**src/rtl/spad_qr_seq.sv**
```systemverilog
// Multi-channel SPAD quench/hold-off/recharge sequencer with saturating photon
// counters and heartbeat/status LEDs. Each channel runs an independent FSM.
module spad_qr_seq #(
  parameter int unsigned N_CH   = 4,
  parameter int unsigned TW     = 8,
  parameter int unsigned CW     = 16,
  parameter int unsigned HB_DIV = 25_000_000
) (
  input  logic               clk,
  input  logic               rst_n,
  input  logic               en,
  input  logic [N_CH-1:0]    det,
  input  logic [TW-1:0]      t_quench,
  input  logic [TW-1:0]      t_hold,
  input  logic [TW-1:0]      t_reset,
  input  logic               clr_cnt,
  output logic [N_CH-1:0]    quench,
  output logic [N_CH-1:0]    reset,
  output logic [N_CH-1:0]    armed,
  output logic [N_CH*CW-1:0] cnt,
  output logic [N_CH-1:0]    cnt_ovf,
  output logic               geiger_mode_en,
  output logic [3:0]         led
);

  localparam int unsigned HB_W = (HB_DIV > 1) ? $clog2(HB_DIV) : 1;

  localparam logic [2:0] S_IDLE   = 3'd0;
  localparam logic [2:0] S_ARMED  = 3'd1;
  localparam logic [2:0] S_QUENCH = 3'd2;
  localparam logic [2:0] S_HOLD   = 3'd3;
  localparam logic [2:0] S_RST    = 3'd4;

  logic [2:0]      state_q [N_CH];
  logic [2:0]      state_d [N_CH];
  logic [TW-1:0]   tmr_q   [N_CH];
  logic [TW-1:0]   tmr_d   [N_CH];
  logic [CW-1:0]   cnt_q   [N_CH];
  logic [CW-1:0]   cnt_d   [N_CH];
  logic [N_CH-1:0] pend_q, pend_d;
  logic [N_CH-1:0] ovf_q, ovf_d;
  logic [N_CH-1:0] go;
  logic [N_CH-1:0] quench_q, reset_q, armed_q;
  logic            geiger_q;
  logic [3:0]      led_q;
  logic [HB_W-1:0] hb_q;
  logic [TW-1:0]   tq_m1, tr_m1;

  // Timer reload values: a zero length behaves as a single cycle.
  always_comb begin
    tq_m1 = (t_quench == '0) ? '0 : t_quench - TW'(1);
    tr_m1 = (t_reset  == '0) ? '0 : t_reset  - TW'(1);
  end

  // Per-channel next state; a detection is registered in pend and acted on one edge later.
  always_comb begin
    for (int i = 0; i < N_CH; i++) begin
      state_d[i] = state_q[i];
      tmr_d[i]   = tmr_q[i];
      pend_d[i]  = 1'b0;
      go[i]      = 1'b0;
      if (!en) begin
        state_d[i] = S_IDLE;
        tmr_d[i]   = '0;
      end else begin
        case (state_q[i])
          S_IDLE:   state_d[i] = S_ARMED;
          S_ARMED: begin
            if (pend_q[i]) begin
              state_d[i] = S_QUENCH;
              tmr_d[i]   = tq_m1;
              go[i]      = 1'b1;
            end else begin
              pend_d[i]  = det[i];
            end
          end
          S_QUENCH: begin
            if (tmr_q[i] != '0) begin
              tmr_d[i] = tmr_q[i] - TW'(1);
            end else if (t_hold == '0) begin
              state_d[i] = S_RST;
              tmr_d[i]   = tr_m1;
            end else begin
              state_d[i] = S_HOLD;
              tmr_d[i]   = t_hold - TW'(1);
            end
          end
          S_HOLD: begin
            if (tmr_q[i] != '0) begin
              tmr_d[i] = tmr_q[i] - TW'(1);
            end else begin
              state_d[i] = S_RST;
              tmr_d[i]   = tr_m1;
            end
          end
          S_RST: begin
            if (tmr_q[i] != '0) tmr_d[i] = tmr_q[i] - TW'(1);
            else                state_d[i] = S_ARMED;
          end
          default: begin
            state_d[i] = S_IDLE;
            tmr_d[i]   = '0;
          end
        endcase
      end
    end
  end

  // Saturating photon counters; a clear coinciding with a detection leaves a count of one.
  always_comb begin
    for (int i = 0; i < N_CH; i++) begin
      cnt_d[i] = cnt_q[i];
      ovf_d[i] = ovf_q[i];
      if (go[i]) begin
        if (clr_cnt) begin
          cnt_d[i] = CW'(1);
          ovf_d[i] = 1'b0;
        end else if (cnt_q[i] == {CW{1'b1}}) begin
          ovf_d[i] = 1'b1;
        end else begin
          cnt_d[i] = cnt_q[i] + CW'(1);
        end
      end else if (clr_cnt) begin
        cnt_d[i] = '0;
        ovf_d[i] = 1'b0;
      end
    end
  end

  always_ff @(posedge clk or negedge rst_n) begin
    if (!rst_n) begin
      for (int i = 0; i < N_CH; i++) begin
        state_q[i] <= S_IDLE;
        tmr_q[i]   <= '0;
        cnt_q[i]   <= '0;
      end
      pend_q   <= '0;
      ovf_q    <= '0;
      quench_q <= '0;
      reset_q  <= '0;
      armed_q  <= '0;
    end else begin
      for (int i = 0; i < N_CH; i++) begin
        state_q[i]  <= state_d[i];
        tmr_q[i]    <= tmr_d[i];
        cnt_q[i]    <= cnt_d[i];
        quench_q[i] <= (state_d[i] == S_QUENCH);
        reset_q[i]  <= (state_d[i] == S_RST);
        armed_q[i]  <= (state_d[i] == S_ARMED);
      end
      pend_q <= pend_d;
      ovf_q  <= ovf_d;
    end
  end

  // Heartbeat divider and status LEDs.
  always_ff @(posedge clk or negedge rst_n) begin
    if (!rst_n) begin
      hb_q     <= '0;
      led_q    <= '0;
      geiger_q <= 1'b0;
    end else begin
      geiger_q <= en;
      if (hb_q == HB_W'(HB_DIV - 1)) begin
        hb_q     <= '0;
        led_q[3] <= ~led_q[3];
      end else begin
        hb_q     <= hb_q + HB_W'(1);
      end
      led_q[2:0] <= {|quench_q, |reset_q, geiger_q};
    end
  end

  for (genvar g = 0; g < N_CH; g++) begin : g_cnt
    assign cnt[g*CW +: CW] = cnt_q[g];
  end

  assign quench         = quench_q;
  assign reset          = reset_q;
  assign armed          = armed_q;
  assign cnt_ovf        = ovf_q;
  assign geiger_mode_en = geiger_q;
  assign led            = led_q;

endmodule

```
**config.mk**
```make
export PLATFORM = sky130hd
export DESIGN_NAME = spad_qr_seq
export DESIGN_NICKNAME = d
export VERILOG_FILES = /design/src/rtl/spad_qr_seq.sv
export SDC_FILE = /design/constraint.sdc
export NUM_CORES = 1
export LEC_CHECK = 0
export CAP_MARGIN = 5
export CORE_ASPECT_RATIO = 0.75
export CORE_MARGIN = 3
export CORE_UTILIZATION = 57
export DETAILED_ROUTE_END_ITERATION = 10
export PLACE_DENSITY = 0.89
export SLEW_MARGIN = 20
export SYNTH_ARGS = -nofsm -noshare
export SYNTH_HDL_FRONTEND = slang
export SYNTH_SLANG_ARGS = --single-unit
```
**constraint.sdc**
```tcl
create_clock -name clk -period 2.5 [get_ports clk]
set_clock_uncertainty 0.05 [all_clocks]
set_input_delay 0.375 -clock clk [delete_from_list [all_inputs] [get_ports clk]]
set_output_delay 0.375 -clock clk [all_outputs]
set_load 0.005 [all_outputs]
```
# == Yosys cells after proc, flatten, opt, wreduce, memory -nomap -nowiden ==
# Index checks and enable logic that the tools add are counted.
# classes
bitwise_logic,1
n_mux,103
eq_ne,49
n_addsub,12
reduce_logical,33
# ops
cell,n
$mux 16,13
$mux 8,23
$pmux 8 s5,4
$add 16x1->16 const B,4
$eq 16x16->1 const B,4
$mux 3,21
$pmux 3 s5,4
$sub 8x1->8 const B,7
$mux 1,37
$eq 3x2->1 const B,12
$reduce_bool 8->1,4
$add 25x1->25 const B,1
$eq 25x25->1 const B,1
$mux 25,1
$eq 3x1->1 const B,8
$eq 3x3->1 const B,8
$logic_not 8->1,3
$ne 3x3->1 const B,8
$ne 2x2->1 const B,8
$reduce_and 2->1,8
$reduce_bool 2->1,8
$logic_not 3->1,4
$reduce_and 3->1,4
$reduce_or 4->1,2
$not 1->1,1
# totals
elab_cells,222
reg_bits,158
out_inout_bits,85
input_bits,32

# == Longest topological paths before layout ==
# Gate-level depths: netlist of the first run.
# logic_depth
depth_word,6
depth_mapped,9
ltp_nobuf,9

# == Worst setup path before layout of the first run ==
# Ideal clock, no wire load.
# synth_path
path_type,input-to-reg
from,input t_hold[0]
to,register tmr_q[9] (netlist name)
slack_ns,0.228
path_stages,9
path_buffers,1
setup_time_ns,0.133
required_ns,2.317
arrival_ns,2.090
path_cell_list,inv_1 ha_1 or3b_1 nor3_4 buf_4 nor2_1 mux2i_1 a221oi_1 o22ai_1
# synth_via
elab_chain_len,5
elab_cells_between_ends,6
classes_between,add/sub: 1; mux: 4; reduce/logical: 1
# synth_lines
item,line_no,rtl
"start, declared",14,"input logic [TW-1:0] t_hold,"
$sub 8x1->8 or $logic_not 8->1 (tied branches),"85, 80",
$mux 8 (*),80,end else if (t_hold == '0) begin
$mux 8 (*),78,if (tmr_q[i] != '0) begin
$pmux 8 s5 (*),66,case (state_q[i])
$mux 8 (*),62,if (!en) begin
"end signal, assigned by index",145,tmr_q[i] <= tmr_d[i];
"end, declared",36,logic [TW-1:0] tmr_q [N_CH];
# Mark *: on every way between the ends. The rest lies on a longest branch, timed or not.
# A chain may end at the register's enable or synchronous reset.

# == Worst setup path after layout of the first run ==
# layout_path
from,register tmr_q[0] (netlist name)
to,register quench_q[3] (netlist: quench[3])
# layout_via
elab_chain_len,5
elab_cells_between_ends,7
classes_between,eq/ne: 1; mux: 5; reduce/logical: 1
# layout_lines
item,line_no,rtl
$reduce_bool 8->1 (*),"78, 89, 97",
$mux 3 (on tied branches),"97, 78, 89",
$pmux 3 s5 (*),66,
$mux 3 (*),62,
$eq 3x2->1 (*),147,quench_q[i] <= (state_d[i] == S_QUENCH);
"end signal, assigned by index",147,
"end, declared",43,"logic [N_CH-1:0] quench_q, reset_q, armed_q;"
# Marked as above.

==> results.toml, run 1 <==
[worst_setup_path]
crit_required_ns = 2.75
path_class = "reg2reg"
worstReg2RegEnd = "quench[3]$_DFF_PN0_"
setup.worst_path.end = "quench[3]$_DFF_PN0_"
end_kind = "flop"
cp.arrival_ns = 2.66
max_stage_delay_ns = 0.41
r2r_setup_slack_ns = 0.09
startpoint_type = "flop"
slowest_stage = "dfrtp_1"
critPathLaunch = "tmr_q[0]$_DFFE_PN0P_"
r2r_start = "tmr_q[0]$_DFFE_PN0P_"
crit_path_max_fanout = 6
reg2reg_depth = 8
worstPathCellList = "inv_1 > ha_1 > or3b_1 > or2_0 > buf_4 > a31oi_1 > o22ai_1 > a211oi_1"

[cts]
clock-sinks = 158
h-tree-depth = 4
cts_tree = "built"
cts_buffers = 17
cts-root-buf = "clkbuf_16"
insertion_delay_ns = 0.43
cts.clk_slew.worst_paths_ns = 0.07
clock_path_buffers = 2

[power]
internal_power_mw = 4.44
swShare_pct = 28.9
pwr-share-comb_pct = 15.9
ir_drop_uv = 501
power.switching_mw = 1.81
p_per_area_nw_per_um2 = 516
p_seq_share_pct = 42.9
power_mw = 6.25
p_clk_share_pct = 41.2
p_leak_nw = 5.17

[layout]
finalInstanceArea_um2 = 12100
fin_cells = 1478
n_antenna_cell = 0
nets = 1301
layout_common_cells = "158 x dfrtp_1, 145 x nor2_1, 114 x clkdlybuf4s50_1"
layout_commonest_cell = "dfrtp_1"
final_layout_size_suffix_gt1_share_pct = 14.0
fill_cells = 1099
area_growth_pct = 28.2

[route]
drt_first_pass_iters = 6
via_count = 9122
detail-route-antenna-nets = 0
wire_per_inst_um = 18.0
vias_per_cell = 6.17
drtIter0Drc = 1013
remaining_drc_errors = 0
totalWireLength_mm = 26.6

[floorplanning]
die_w_um = 155
coreArea_um2 = 16100
ios = 117
start_util_pct = 58.6
rows = 40
die_area_um2 = 18200
dieHeight_um = 117

[synthesis]
synth_cell_type_count = 81
syn_nets = 1100
yosys_register_bits = 158
async_flop_share_pct = 100
syn_inst = 1054
syn_area_um2 = 9450
synth.avg_cell_area_um2 = 8.96
synth_edf_count = 0
yosysWarnings = 0
ys_seq_area_share_pct = 41.9
ys.flop_type = "dfrtp_1"

[place]
io_buffer_count = 116
post-dp-hpwl_mm = 19.0
dp_cells = 1444
postPlaceCellArea_um2 = 11500
gp_congestion = 0.965

[timing]
hold_viol_final = 0
hold_ws_ns = 0.247
rsz0062_at_grt = "false"
fin_crit_sh_pct = 96.4
setup_viol = 0
fin_crit_ns = 2.41
fin_setup_tns_ns = 0
maxSlewHeadroom_pct = 38.7
worst_pin_slew_ns = 0.912
maxSlewViolCount = 0
fmax_mhz = 415

[grt]
grt_pass1_vias = 8564
overflow = 0
antenna_found_initial = 0
grt_pass1_wl_mm = 42.9
track_usage_pct = 28.8
grt_max_degree = 64

[worst_hold_path]
hold_class = "in2reg"
holdPathStages = 2
worstHoldStart = "clr_cnt"

[run_status]
status = "complete, no violations"

[job]
maxCapViolations = 0
[kinds of logic after synthesis]
group | Yosys count | synth area share (%)
AO/OA/AOI/OAI | 219 | 15.6
XOR/XNOR | 92 | 8.53
adder cells (fa/ha/maj) | 14 | 1.85
buffers and inverters | 68 | 2.99
flip-flops | 158 | 41.9
multiplexers | 22 | 2.49
AND/OR/NAND/NOR | 481 | 26.7
[through the flow]
step / util, % / setup WS [ns]
floorplan: - / 0.228
global placement: 71.4 / -0.190
detailed placement: 71.4 / -0.245
CTS: 75.1 / 0.100
global route: 75.1 / 0.00327
finish: 75.1 / 0.0901
[registers in the layout, indices dropped and copies added (netlist names), 12 cells and up]
register and flops:
state_q 12, tmr_q 32, cnt 64, hb_q 25
[how the worst min path moves through the flow]
| stage | slack, ns | endpoint |
|---|---|---|
| after floorplan | 0.03 | armed[0]$_DFF_PN0_ |
| after global placement | 0.31 | pend_q[1]$_DFF_PN0_ |
| after detailed placement | 0.31 | led[0]$_DFF_PN0_ |
| after CTS | 0.24 | cnt[42]$_DFFE_PN0P_ |
| after global routing | 0.26 | cnt[39]$_DFFE_PN0P_ |
| final | 0.25 | cnt[42]$_DFFE_PN0P_ |
[power groups by stage]
stage	sequential, mW	clock, mW	combinational (mW)
final	2.68	2.57	0.997
after global routing	2.69	2.69	1.07
after CTS	2.68	2.59	0.976
after detailed placement	2.72	0	0.962
after global placement	2.72	0	0.940
after floorplan	2.71	0	0.567
[synth_stat cells, drive strengths merged (4+ instances only)]
cell / instances / share of area [%]
inv: 30 / 1.2
xor2: 48 / 4.5
nor2b: 16 / 1.1
nand4: 23 / 1.5
nand2b: 16 / 1.1
a31oi: 13 / 0.86
o221a: 5 / 0.60
a2111oi: 4 / 0.90
clkbuf: 27 / 1.1
nand3b: 10 / 0.79
or3: 17 / 1.2
o22ai: 25 / 1.7
nor3: 40 / 2.5
xnor2: 44 / 4.1
or2: 7 / 0.46
o21a: 8 / 0.64
o221ai: 8 / 0.74
a211oi: 12 / 1.0
and2: 22 / 1.5
ha: 14 / 1.9
and4: 9 / 0.83
nor4b: 4 / 0.37
a21boi: 4 / 0.44
o21ai: 54 / 2.9
mux2i: 20 / 2.3
nor4: 10 / 0.98
nor3b: 6 / 0.48
o211ai: 4 / 0.32
buf: 11 / 0.69
nor2: 147 / 5.9
nand3: 38 / 2.1
and3: 10 / 0.66
dfrtp: 158 / 42
a21oi: 53 / 2.9
nand2: 88 / 3.5
or4: 10 / 0.91
[area by class of cell]
| type | count | area (um2) | share of cell area [%] |
|---|---|---|---|
| multi-input combinational | 828 | 5210 | 43.1 |
| sequential | 158 | 3950 | 32.6 |
| timing repair buffer | 220 | 1990 | 16.4 |
| clock buffer | 17 | 425 | 3.51 |
| tap | 210 | 263 | 2.17 |
| clock inverter | 15 | 151 | 1.25 |
| inverter | 30 | 113 | 0.930 |
[critical path: cells and delay by family, from the launching register on]
family          cells  cell delay (ns)
buf+inv             2             0.29
flops               1             0.41
simple gates        2             0.72
fa+ha+maj           1             0.20
compound gates      3             0.62
[what timing repair did]
| item | CTS | global route |
|---|---|---|
| endpoints found under the hold margin | 50 | 0 |
| pin swaps | 1 | 0 |
| hold buffers | 1 | 0 |
| endpoints found under the setup margin | 2 | 1 |
| gates resized for setup | 0 | 1 |
| buffers inserted | 1 | 0 |
| cloned | 0 | 0 |
[routing by layer]
layer  share of wire (%)  vias to the layer above  global-route usage [%]
met4                 2.0                        0                    8.38
met5                   0                        -                       0
met3                 9.3                       65                    5.77
met2                  45                      475                    43.2
met1                  44                     4370                    42.5
li1                    -                     4212                       -
No activity file was read; power rests on OpenSTA's default activity.
==> run 2: changes to the inputs <==
--- a/config.mk
+++ b/config.mk
@@ -11,6 +11,7 @@
 export CORE_UTILIZATION = 57
 export DETAILED_ROUTE_END_ITERATION = 10
 export PLACE_DENSITY = 0.89
+export RECOVER_POWER = 25
 export SLEW_MARGIN = 20
 export SYNTH_ARGS = -nofsm -noshare
 export SYNTH_HDL_FRONTEND = slang
==> results.toml, run 2 (synthesis results as in run 1) <==
[worst_setup_path]
end_kind = "flop"
path_class = "reg2reg"
r2r_start = "tmr_q[0]$_DFFE_PN0P_"
startpoint_type = "flop"
reg2reg_depth = 8
cp.arrival_ns = 2.67
worstPathCellList = "inv_1 > ha_1 > or3b_1 > or2_0 > buf_4 > a31oi_1 > o22ai_1 > a211oi_1"
max_stage_delay_ns = 0.41
slowest_stage = "dfrtp_1"
path_buf_inv = 2
cp_num_cells = 8
critPathLaunch = "tmr_q[0]$_DFFE_PN0P_"
crit_path_max_fanout = 6
cp_top_family = "simple AND/OR/NAND/NOR gates"
crit_required_ns = 2.75

[floorplanning]
dieHeight_um = 117
die_w_um = 155
die_area_um2 = 18200
rows = 40
coreArea_um2 = 16100
ios = 117
start_util_pct = 58.6

[place]
post-dp-hpwl_mm = 19.0
dp_cells = 1444
gp_congestion = 0.965
io_buffer_count = 116

[power]
p_per_area_nw_per_um2 = 517
power_mw = 6.25
p_seq_share_pct = 42.9
p_leak_nw = 5.16
p_clk_share_pct = 41.3
swShare_pct = 29.0
pwr-share-comb_pct = 15.9
power.switching_mw = 1.81
ir_drop_uv = 503
internal_power_mw = 4.44

[layout]
layout_commonest_cell = "dfrtp_1"
final_layout_size_suffix_gt1_share_pct = 13.9
fill_cells = 1101
largest_register_ffs = 64
nets = 1301
multi_input_comb_area_um2 = 5210
n_antenna_cell = 0
fin_cells = 1478
regArea_um2 = 3950
area_growth_pct = 28.0
layout_common_cells = "158 x dfrtp_1, 145 x nor2_1, 113 x clkdlybuf4s50_1"

[grt]
grt_max_degree = 64
overflow = 0
grt_pass1_vias = 8564
grt_pass1_wl_mm = 42.9
track_usage_pct = 28.8
antenna_found_initial = 0

[route]
wire_per_inst_um = 18.0
drt_first_pass_iters = 6
via_count = 9100
drtIter0Drc = 1020
totalWireLength_mm = 26.6
detail-route-antenna-nets = 0
vias_per_cell = 6.16
remaining_drc_errors = 0

[run_status]
status = "complete, no violations"

[cts]
clock-sinks = 158
cts_buffers = 17
insertion_delay_ns = 0.43
h-tree-depth = 4
cts.clk_slew.worst_paths_ns = 0.07
cts_tree = "built"
cts-root-buf = "clkbuf_16"
clock_path_buffers = 2

[timing]
rsz0062_at_grt = "false"
fin_crit_ns = 2.42
setup_viol = 0
fin_crit_sh_pct = 96.8
maxSlewHeadroom_pct = 5.76
fmax_mhz = 413
maxSlewViolCount = 0
fin_setup_tns_ns = 0
hold_ws_ns = 0.246
hold_viol_final = 0
worst_pin_slew_ns = 1.41

[job]
maxCapViolations = 0

[worst_hold_path]
hold_class = "in2reg"
holdPathStages = 2
worstHoldStart = "clr_cnt"
## run 2: cell types whose count changed in the layout (fill, tap and decap cells not counted)
cell	change
dlygate4sd3_1	+1
buf_12	-1
buf_6	-1
clkdlybuf4s50_1	-1
clkbuf_2	+1
clkbuf_1	+1
## run 2: worst paths after layout
kind | to | slack, ns
setup / recovery | quench[3]$_DFF_PN0_ | 0.08
hold / removal | cnt[42]$_DFFE_PN0P_ | 0.25
setup reg to reg | quench[3]$_DFF_PN0_ | 0.08
hold reg to reg | led[0]$_DFF_PN0_ | 0.33
max in group asynchronous | pend_q[3]$_DFF_PN0_ | 0.33
min in group asynchronous | armed[0]$_DFF_PN0_ | 0.75
## run 2: area by class of cell
cell class,count,share of cell area [%]
Tap cell,210,2.17
Multi-Input combinational cell,828,43.1
Timing Repair Buffer,220,16.3
Inverter,30,0.932
Sequential cell,158,32.7
Clock inverter,15,1.25
Clock buffer,17,3.52
## run 2: metrics by stage
stage | setup WS, ns | cell area [um2] | utilization [%]
2_1_floorplan | 0.228 | 9450 | -
3_3_place_gp | -0.190 | 11500 | 71.4
3_5_place_dp | -0.245 | 11500 | 71.4
4_1_cts | 0.100 | 12100 | 75.1
5_1_grt | 0.00327 | 12100 | 75.0
6_report | 0.0810 | 12100 | 75.0
## run 2: power by group through the flow
stage | clock (mW) | combinational (mW) | sequential, mW
after floorplan | 0 | 0.567 | 2.71
after detailed placement | 0 | 0.962 | 2.72
after global placement | 0 | 0.940 | 2.72
after global routing | 2.69 | 1.07 | 2.69
after CTS | 2.59 | 0.976 | 2.68
final | 2.58 | 0.991 | 2.68
## run 2: metal layers
| metal | track usage (%) | share of wire, % | wire length, um |
|---|---|---|---|
| met5 | 0 | 0 | 0 |
| met4 | 8.38 | 1.9 | 514 |
| met3 | 5.77 | 9.2 | 2450 |
| met2 | 43.2 | 45 | 11900 |
| met1 | 42.5 | 44 | 11700 |
## run 2: timing repair
item                                    in CTS  in global routing
hold endpoints to repair                    50                  0
setup buffers                                1                  0
hold buffers                                 1                  0
gates resized for setup                      0                  1
pin swaps                                    1                  0
endpoints found under the setup margin       2                  1
cloned                                       0                  0
==> run 3: changes to the inputs <==
--- a/config.mk
+++ b/config.mk
@@ -11,7 +11,7 @@
 export CORE_UTILIZATION = 57
 export DETAILED_ROUTE_END_ITERATION = 10
 export PLACE_DENSITY = 0.89
-export RECOVER_POWER = 25
+export RECOVER_POWER = 100
 export SLEW_MARGIN = 20
 export SYNTH_ARGS = -nofsm -noshare
 export SYNTH_HDL_FRONTEND = slang
==> results.toml, run 3 (synthesis results as in run 1) <==
[run_status]
status = "complete, no violations"

[worst_hold_path]
hold_class = "in2reg"

[worst_setup_path]
path_class = "reg2reg"
crit_required_ns = 2.75
worstPathCellList = "inv_1 > ha_1 > or3b_1 > or2_0 > buf_4 > a31oi_1 > o22ai_1 > a211oi_1"
max_stage_delay_ns = 0.42
crit_path_max_fanout = 6
slowest_stage = "dfrtp_1"
path_buf_inv = 2
startpoint_type = "flop"
cp.arrival_ns = 2.67
cp_top_family = "simple AND/OR/NAND/NOR gates"
end_kind = "flop"

[timing]
fmax_mhz = 413
maxSlewHeadroom_pct = 7.64
hold_viol_final = 0
setup_viol = 0
fin_crit_ns = 2.42
rsz0062_at_grt = "false"
maxSlewViolCount = 0
fin_setup_tns_ns = 0
fin_crit_sh_pct = 96.9
worst_pin_slew_ns = 1.39

[place]
post-dp-hpwl_mm = 19.0
io_buffer_count = 116
dp_cells = 1444
gp_congestion = 0.965

[floorplanning]
start_util_pct = 58.6
coreArea_um2 = 16100
die_area_um2 = 18200
rows = 40
die_w_um = 155
ios = 117
dieHeight_um = 117

[grt]
overflow = 0
grt_pass1_wl_mm = 42.9
grt_max_degree = 64
grt_pass1_vias = 8564
track_usage_pct = 28.8
antenna_found_initial = 0

[layout]
fill_cells = 1121
n_antenna_cell = 0
largest_register_ffs = 64
multi_input_comb_area_um2 = 5200
regArea_um2 = 3950
nets = 1301
layout_common_cells = "158 x dfrtp_1, 146 x nor2_1, 87 x nand2_1"
area_growth_pct = 27.2
final_layout_size_suffix_gt1_share_pct = 12.5
fin_cells = 1478
layout_commonest_cell = "dfrtp_1"

[power]
p_per_area_nw_per_um2 = 519
internal_power_mw = 4.43
p_clk_share_pct = 41.3
swShare_pct = 29.0
ir_drop_uv = 501
p_seq_share_pct = 43.0
p_leak_nw = 5.38
pwr-share-comb_pct = 15.7
power.switching_mw = 1.81

[route]
via_count = 9082
remaining_drc_errors = 0
totalWireLength_mm = 26.6
wire_per_inst_um = 18.0
drtIter0Drc = 971
drt_first_pass_iters = 6
detail-route-antenna-nets = 0
vias_per_cell = 6.14

[cts]
h-tree-depth = 4
insertion_delay_ns = 0.43
clock_path_buffers = 2
cts_tree = "built"
cts_buffers = 17
clock-sinks = 158
cts.clk_slew.worst_paths_ns = 0.07
cts-root-buf = "clkbuf_16"

[job]
maxCapViolations = 0
run 3: cell types whose count changed in the layout (fill, tap and decap cells not counted), sizes merged:
cell	change
buf	-20
clkdlybuf4s50	-84
dlygate4sd3	+84
clkbuf	+20
run 3: layout make-up:
class | count | area share [%]
repair buffers | 220 | 15.9
well taps | 210 | 2.19
flip-flops and latches | 158 | 32.9
inverters | 30 | 0.938
clock buffers | 17 | 3.54
clock inverters | 15 | 1.26
multi-input cells | 828 | 43.3
run 3: timing repair:
action                                  in CTS  in global routing
gates resized for setup                      0                  1
hold buffers                                 1                  0
setup buffers                                1                  0
endpoints found under the setup margin       2                  1
pin swaps                                    1                  0
hold endpoints to repair                    50                  0
run 3: worst paths after layout:
path,slack (ns),depth (start not counted),start,endpoint
min,0.25,2,clr_cnt,cnt[42]$_DFFE_PN0P_
min in group asynchronous,0.74,2,rst_n,armed[0]$_DFF_PN0_
max,0.08,8,tmr_q[0]$_DFFE_PN0P_,quench[3]$_DFF_PN0_
max in group asynchronous,0.35,3,rst_n,pend_q[3]$_DFF_PN0_
max reg2reg,0.08,8,tmr_q[0]$_DFFE_PN0P_,quench[3]$_DFF_PN0_
min reg2reg,0.32,0,geiger_mode_en$_DFF_PN0_,led[0]$_DFF_PN0_
run 3: metrics by stage:
step | instance area, um2 | worst slack [ns] | hold slack [ns] | power (mW) | utilization (%)
6_report | 12000 | 0.0771 | 0.252 | 6.24 | 74.5
5_1_grt | 12000 | 0.00349 | 0.261 | 6.43 | 74.5
4_1_cts | 12100 | 0.100 | 0.242 | 6.24 | 75.1
3_5_place_dp | 11500 | -0.245 | 0.312 | 3.69 | 71.4
3_3_place_gp | 11500 | -0.190 | 0.310 | 3.66 | 71.4
2_1_floorplan | 9450 | 0.228 | 0.0294 | 3.27 | -
run 3: routing by layer:
layer	up-vias	global-route usage, %	wire, um
met1	4357	42.5	11700
met3	57	5.77	2600
li1	4202	-	-
met4	0	8.38	497
met5	-	0	0
met2	466	43.2	11900
run 3: power groups by stage:
stage | clock, mW | combinational, mW | sequential, mW
floorplan | 0 | 0.567 | 2.71
global placement | 0 | 0.940 | 2.72
detailed placement | 0 | 0.962 | 2.72
CTS | 2.59 | 0.976 | 2.68
global route | 2.69 | 1.05 | 2.69
finish | 2.58 | 0.980 | 2.68
